$ cat src/rtl/mips_mc_control.sv
// rtl/mips_mc_control.sv - multicycle MIPS control FSM and datapath strobes
module mips_mc_control (
   input  logic       clk,
   input  logic       rst,
   input  logic [5:0] opcode,
   input  logic [5:0] funct,
   input  logic       zero,
   output logic       pc_en,
   output logic       ir_write,
   output logic       iord,
   output logic       mem_write,
   output logic       reg_write,
   output logic       reg_dst,
   output logic       mem_to_reg,
   output logic       alu_src_a,
   output logic [1:0] alu_src_b,
   output logic [2:0] alu_ctrl,
   output logic [1:0] pc_src,
   output logic       instr_done,
   output logic       illegal,
   output logic [3:0] state
);

   typedef enum logic [3:0] {
      S_FETCH    = 4'd0,
      S_DECODE   = 4'd1,
      S_MEMADR   = 4'd2,
      S_MEMREAD  = 4'd3,
      S_MEMWB    = 4'd4,
      S_MEMWRITE = 4'd5,
      S_EXECUTE  = 4'd6,
      S_ALUWB    = 4'd7,
      S_BRANCH   = 4'd8,
      S_ADDIEXEC = 4'd9,
      S_ADDIWB   = 4'd10,
      S_JUMP     = 4'd11
   } state_t;

   localparam logic [5:0] OP_RTYPE = 6'b000000;
   localparam logic [5:0] OP_LW    = 6'b100011;
   localparam logic [5:0] OP_SW    = 6'b101011;
   localparam logic [5:0] OP_BEQ   = 6'b000100;
   localparam logic [5:0] OP_ADDI  = 6'b001000;
   localparam logic [5:0] OP_J     = 6'b000010;

   state_t cur_state, nxt_state;
   logic   pc_write, branch, ir_w, mem_w, reg_w;

   always_ff @(posedge clk) begin
      if (rst) cur_state <= S_FETCH;
      else     cur_state <= nxt_state;
   end

   assign state = cur_state;

   always_comb begin
      nxt_state  = S_FETCH;
      pc_write   = 1'b0;
      branch     = 1'b0;
      ir_w       = 1'b0;
      mem_w      = 1'b0;
      reg_w      = 1'b0;
      iord       = 1'b0;
      reg_dst    = 1'b0;
      mem_to_reg = 1'b0;
      alu_src_a  = 1'b0;
      alu_src_b  = 2'b00;
      alu_ctrl   = 3'b010;
      pc_src     = 2'b00;
      instr_done = 1'b0;
      illegal    = 1'b0;
      case (cur_state)
         S_FETCH: begin
            alu_src_b = 2'b01;
            ir_w      = 1'b1;
            pc_write  = 1'b1;
            nxt_state = S_DECODE;
         end
         S_DECODE: begin
            alu_src_b = 2'b11;
            case (opcode)
               OP_LW, OP_SW: nxt_state = S_MEMADR;
               OP_RTYPE:     nxt_state = S_EXECUTE;
               OP_BEQ:       nxt_state = S_BRANCH;
               OP_ADDI:      nxt_state = S_ADDIEXEC;
               OP_J:         nxt_state = S_JUMP;
               default: begin
                  nxt_state = S_FETCH;
                  illegal   = 1'b1;
               end
            endcase
         end
         S_MEMADR: begin
            alu_src_a = 1'b1;
            alu_src_b = 2'b10;
            nxt_state = (opcode == OP_SW) ? S_MEMWRITE : S_MEMREAD;
         end
         S_MEMREAD: begin
            iord      = 1'b1;
            nxt_state = S_MEMWB;
         end
         S_MEMWB: begin
            mem_to_reg = 1'b1;
            reg_w      = 1'b1;
            instr_done = 1'b1;
         end
         S_MEMWRITE: begin
            iord       = 1'b1;
            mem_w      = 1'b1;
            instr_done = 1'b1;
         end
         S_EXECUTE: begin
            alu_src_a = 1'b1;
            nxt_state = S_ALUWB;
            // An unknown funct still retires as an add in ALUWB.
            case (funct)
               6'b100000: alu_ctrl = 3'b010;
               6'b100010: alu_ctrl = 3'b110;
               6'b100100: alu_ctrl = 3'b000;
               6'b100101: alu_ctrl = 3'b001;
               6'b101010: alu_ctrl = 3'b111;
               default:   illegal  = 1'b1;
            endcase
         end
         S_ALUWB: begin
            reg_dst    = 1'b1;
            reg_w      = 1'b1;
            instr_done = 1'b1;
         end
         S_BRANCH: begin
            alu_src_a  = 1'b1;
            alu_ctrl   = 3'b110;
            pc_src     = 2'b01;
            branch     = 1'b1;
            instr_done = 1'b1;
         end
         S_ADDIEXEC: begin
            alu_src_a = 1'b1;
            alu_src_b = 2'b10;
            nxt_state = S_ADDIWB;
         end
         S_ADDIWB: begin
            reg_w      = 1'b1;
            instr_done = 1'b1;
         end
         S_JUMP: begin
            pc_src     = 2'b10;
            pc_write   = 1'b1;
            instr_done = 1'b1;
         end
         default: nxt_state = S_FETCH;
      endcase
   end

   // Reset blocks every architectural write in the same cycle it is raised.
   assign pc_en     = (pc_write | (branch & zero)) & ~rst;
   assign ir_write  = ir_w  & ~rst;
   assign mem_write = mem_w & ~rst;
   assign reg_write = reg_w & ~rst;

endmodule

$ cat config.mk
export PLATFORM = sky130hd
export DESIGN_NAME = mips_mc_control
export DESIGN_NICKNAME = d
export VERILOG_FILES = /design/src/rtl/mips_mc_control.sv
export SDC_FILE = /design/constraint.sdc
export NUM_CORES = 1
export LEC_CHECK = 0
export CORE_AREA = 2 2 45 47
export CTS_BUF_LIST = sky130_fd_sc_hd__clkbuf_16
export DETAILED_ROUTE_END_ITERATION = 10
export DIE_AREA = 0 0 47 49
export PLACE_DENSITY = 0.72
export SLEW_MARGIN = 40
export SYNTH_ARGS = -nofsm -noshare
export SYNTH_HDL_FRONTEND = slang
export SYNTH_SLANG_ARGS = --single-unit
export TNS_END_PERCENT = 1
$ cat constraint.sdc
create_clock -name clk -period 1.3 [get_ports clk]
set_input_delay 0.13 -clock clk [delete_from_list [all_inputs] [get_ports clk]]
set_output_delay 0.13 -clock clk [all_outputs]
set_load 0.02 [all_outputs]
After elaboration in Yosys (flattened, before gate mapping)
Cells that the tools add are included.
Widths: inputs -> output; s select.
- bits in read-only memories: 0
- RAM bits: 0
- memories kept: 0
- input port bits: 15
- latch bits: 0
- register bits: 4
- word-level logic and storage cells: 60
- bitwise logic cells: 7
- mux-type cells: 20
- add/subtract/negate cells: 0
- shifts and indexed selects: 0
- magnitude comparators: 0
- equal/unequal tests: 21
- $mul: 0
- reduce and logical (&&, ||, !) cells: 11
- divide/modulo/power cells: 0
- operator list (operator ; number):
    $eq 6x6->1 const B ; 7
    $pmux 4 s6 ; 1
    $pmux 4 s5 ; 1
    $eq 4x3->1 const B ; 4
    $eq 4x4->1 const B ; 4
    $mux 1 ; 12
    $pmux 3 s4 ; 1
    $reduce_or 6->1 ; 2
    $eq 4x2->1 const B ; 2
    $reduce_or 2->1 ; 4
    $eq 6x2->1 const B ; 1
    $eq 6x3->1 const B ; 1
    $eq 6x4->1 const B ; 1
    $logic_not 6->1 ; 1
    $pmux 2 s3 ; 1
    $pmux 3 s2 ; 1
    $and 1x1->1 ; 5
    $reduce_or 5->1 ; 1
    $eq 4x1->1 const B ; 1
    $logic_not 4->1 ; 1
    $pmux 2 s2 ; 1
    $reduce_or 4->1 ; 1
    $mux 3 ; 1
    $reduce_or 3->1 ; 1
    other kinds (3) ; 3

Longest topological paths before layout
- word-level depth: 5
- gate-level depth with buffers: 5

Worst setup path after synthesis
OpenSTA, ideal clock, no wires.
- path kind: reg2out
- start: register cur_state[3] (netlist: state[3])
- end: output port alu_src_a
- buffers on the path: 0
- slack: -435 ps
- arrival time: 1605 ps
- stages on the path, launching flop included: 4
- path through: dfxtp_1 -> or2b_1 -> nor3_1 -> or4_1
- longest elaborated chain between the ends: 3
- elaborated cells between the ends (all ways): 6
- those cells by class: eq/ne (4); mux (1); reduce/logical (1)
- RTL lines (item ; line ; source):
    start, declared ; 46 ; state_t cur_state, nxt_state;
    start signal, assigned ; 51 ; else cur_state <= nxt_state;
    $eq 4x3->1 (tied with other cells) ; 72 ; case (cur_state)
    $reduce_or 4->1 (no source line) (*) ; n/a ;
    $mux 1 (*) ; 72 ;
    end, declared ; 15 ; output logic alu_src_a,
Mark *: on every way between the ends. The rest lies on a longest branch, timed or not.

Worst setup path in the final report
Same ends and word-level chain as after synthesis.

==> metrics.md <==
| Metric | Value |
|---|---|
| Outcome | finished with violations |
| Failing checks | setup timing |
| Worst-Margin Slew | roughly 0.31 ns |
| Hold path cells | 4 |
| Core box area | around 1800 µm² |
| Antenna violations before repair | 0 |
| HP Class | in -> reg |
| Slowest stage delay, CP | 0.51 ns |
| CP endpoint kind | primary output |
| Clock Skews | 0.00224 ns |
| CP bufs+invs | 1 |
| Gpl congestion | between 0.7 and 0.8 |
| Slew Limit Fails | 0 |
| Starting Density | 30.6% |
| Worst path cell trace | or2b_4 > nor2_1 > or4_4 > buf_6 |
| Post-synthesis sequential area ratio | 14.2% |
| Die Area | 2300 µm² |
| Fin Setup TNS | -2.04 ns |
| Worst R2R Setup Slack | -0.12 ns |
| Net Sw Power | 0.000227 W |
| IO Port Bufs | 35 |
| Rows | 16 |
| Final setup fails | 14 |
| PD cells | between 600 and 700 nW/µm² |
| Wirelength per Cell | approximately 14 µm |
| Fin Hold WS | 0.418 ns |
| Final Util | 77.6% |
| Worst-Skew Late Latency | 0.23 ns |
| Reg2Reg Capture Point | state[0]$_SDFF_PP0_ |
| Share of cells above drive strength 1 | 62.3% |
| Worst Path Max Fanout | 3 |
| Hold buffers post-CTS | 0 |
| Seq cells post-synth | 4 |
| MaxCap Viol Count | 0 |
| Vias | 910 |
| Final Hold Fails | 0 |
| Leak Pwr | 0.640 nW |
| Vias in the first global route | about 900 |
| First-pass GRT wire length | ~3700 µm |
| Die X-Extent | 47 µm |
| Period utilization | 124% |
| Synth unique cells | 34 |
| CP Class | reg -> out |
| Layout filler cell count | between 100 and 150 |
| Post-synth EDFFs | 0 |
| Int Pwr | 0.000671 W |
| Worst R2R Start | state[1]$_SDFF_PP0_ |
| Largest net degree at the start of global routing | 12 |
| Data arrival time of the critical path | around 1.5 ns |
| Root Driver | clkbuf_16 |
| Worst EP required | 1.17 ns |
| Overall Global Routing Usage | 21.2% |
| Flop pwr share | 14.7% |
| FMAX | 618 MHz |
| DRC | 0 |
| Worst path top cell family by delay | simple AND/OR/NAND/NOR gates |
| # diodes | 0 |
| Clk pwr share | 54.4% |
| Antenna viol nets, final | 0 |
| Syn Area/Cell | 7.05 µm² |
| Sw Share | 25.2% |
| Hpwl dp | roughly 1600 µm |
| Slew margin rel. | about four fifths |
| Clock Path Buffers | 2 |
| Synthesized area | about 560 µm² |
| Clk sink count | 4 |
| Ys flop type | dfxtp_1 |
| RSZ-0062 raised after global routing | yes |
| Overall die height | approximately 50 µm |
| Syn Inst Count | 80 |
| CTS tree | built |
| Asr flop ratio synth | 0% |
| Setup ws final | -0.317 ns |
| Min-Delay Endpoint | state[0]$_SDFF_PP0_ |
| Power, Total | 0.000897 W |
| Largest register FFs | 4 |
| DRT Pass-1 Iters | 4 |
| Syn. warnings | 0 |
| Syn nets | 95 |
| Worst slack, placed | -0.732 ns |
| Worst vdd ir | ~860 µV |
| Drt via density | 5.11 |
| Htree depth | 1 |
| Min-Delay Startpoint | opcode[5] |
| Cell depth of the worst flop-to-flop path | 5 |
| CP Launch Type | register |
| Post-Route WL | roughly 2500 µm |
| Num ports | 36 |
| Worst-path clk slew | roughly 0.030 ns |
| Total CTS buffers | 3 |
| Fin nets | between 150 and 200 |
| DR iter-0 viols | 7 |
| Fin crit period | 1.62 ns |
| Comb pwr share | 30.9% |
| CP max-delay cell | or4_4 |
| Synth-to-layout area growth | 153% |
| Gr ovfl total | 0 |
## layer usage
metal	up-vias	track usage, %	share of wire [%]
met1	426	22.7	36
met4	0	4.17	0.85
li1	443	-	-
met2	39	41.1	57
met5	-	0	0
met3	2	2.59	6.2
## worst register-to-register path, stage by stage, from the launching register on
cell and delay (ns):
dfxtp_4 0.36, buf_4 0.13, buf_6 0.13, nor3_1 0.19
nand3_1 0.14, a2111oi_2 0.35
## final cells by class
cell class	instances	area, µm²	area share (%)
tap	27	33.8	2.36
timing repair buffer	72	617	43.1
clock buffer	3	75.1	5.25
sequential	4	92.6	6.47
clock inverter	1	3.75	0.262
multi-input combinational	69	601	42.0
inverter	2	7.51	0.525
## synth_stat cells (2+ instances only)
cell type	instances	share of area [%]
xor2_1	3	4.7
nor2_1	8	5.3
nor2b_1	2	2.2
a21oi_1	3	2.7
nor3b_1	2	2.7
dfxtp_1	4	14
buf_4	2	2.7
nand2_1	4	2.7
buf_2	2	1.8
nand2b_1	2	2.2
nand2b_4	2	4.9
inv_1	2	1.3
mux2i_1	2	3.5
o21ai_0	4	3.5
a21o_1	2	2.7
a211oi_1	2	2.7
nand3_1	7	6.2
nor3_1	10	8.9
nor4b_1	2	3.1
## power groups by stage
stage	Clock (W)	Combinational (W)	Sequential [W]
6_report	0.000488	0.000277	0.000132
3_3_place_gp	0	0.000245	0.000133
4_1_cts	0.000488	0.000257	0.000132
5_1_grt	0.000510	0.000295	0.000132
2_1_floorplan	0	0.000104	0.000134
3_5_place_dp	0	0.000250	0.000133
## cell usage in the layout (no fill, tap or decap), types with 3 or more instances in the layout
master,count
nor3_2,5
dlymetal6s2s_1,3
clkdlybuf4s50_1,8
nand2b_4,3
buf_6,10
nor2_2,3
dlygate4sd2_1,6
nor3_1,4
o21ai_1,4
nand3_1,7
xor2_1,3
nor2_1,3
nand2_1,3
buf_4,41
dfxtp_4,3
clkbuf_16,3
## worst max path at each step
stage,from,to,depth (start not counted)
final,state[3]$_SDFF_PP0_,alu_src_a,4
after global routing,state[3]$_SDFF_PP0_,alu_src_a,4
after detailed placement,opcode[3],illegal,5
after CTS,state[3]$_SDFF_PP0_,alu_src_a,4
after global placement,opcode[0],illegal,6
after floorplan,state[2]$_SDFF_PP0_,alu_src_a,3
## metrics by stage
step / std cells / area, µm²
finish: 178 / 1430
global route: 178 / 1430
CTS: 176 / 1330
floorplan: 80 / 618
detailed placement: 171 / 1220
global placement: 171 / 1220
## kinds of logic after synthesis
| group | after synthesis | synth area share [%] |
|---|---|---|
| simple gates | 44 | 44.1 |
| compound gates | 19 | 24.2 |
| buf+inv | 7 | 7.76 |
| xor+xnor | 4 | 6.21 |
| flops | 4 | 14.2 |
| mux | 2 | 3.55 |
## what timing repair did
action / 4_1_cts / 5_1_grt
gates cloned: 0 / 0
pin swaps: 8 / 3
gates resized for setup: 109 / 26
setup buffers: 1 / 2
endpoints found under the setup margin: 25 / 20
Note: power is estimated with default switching activity, not from simulation.
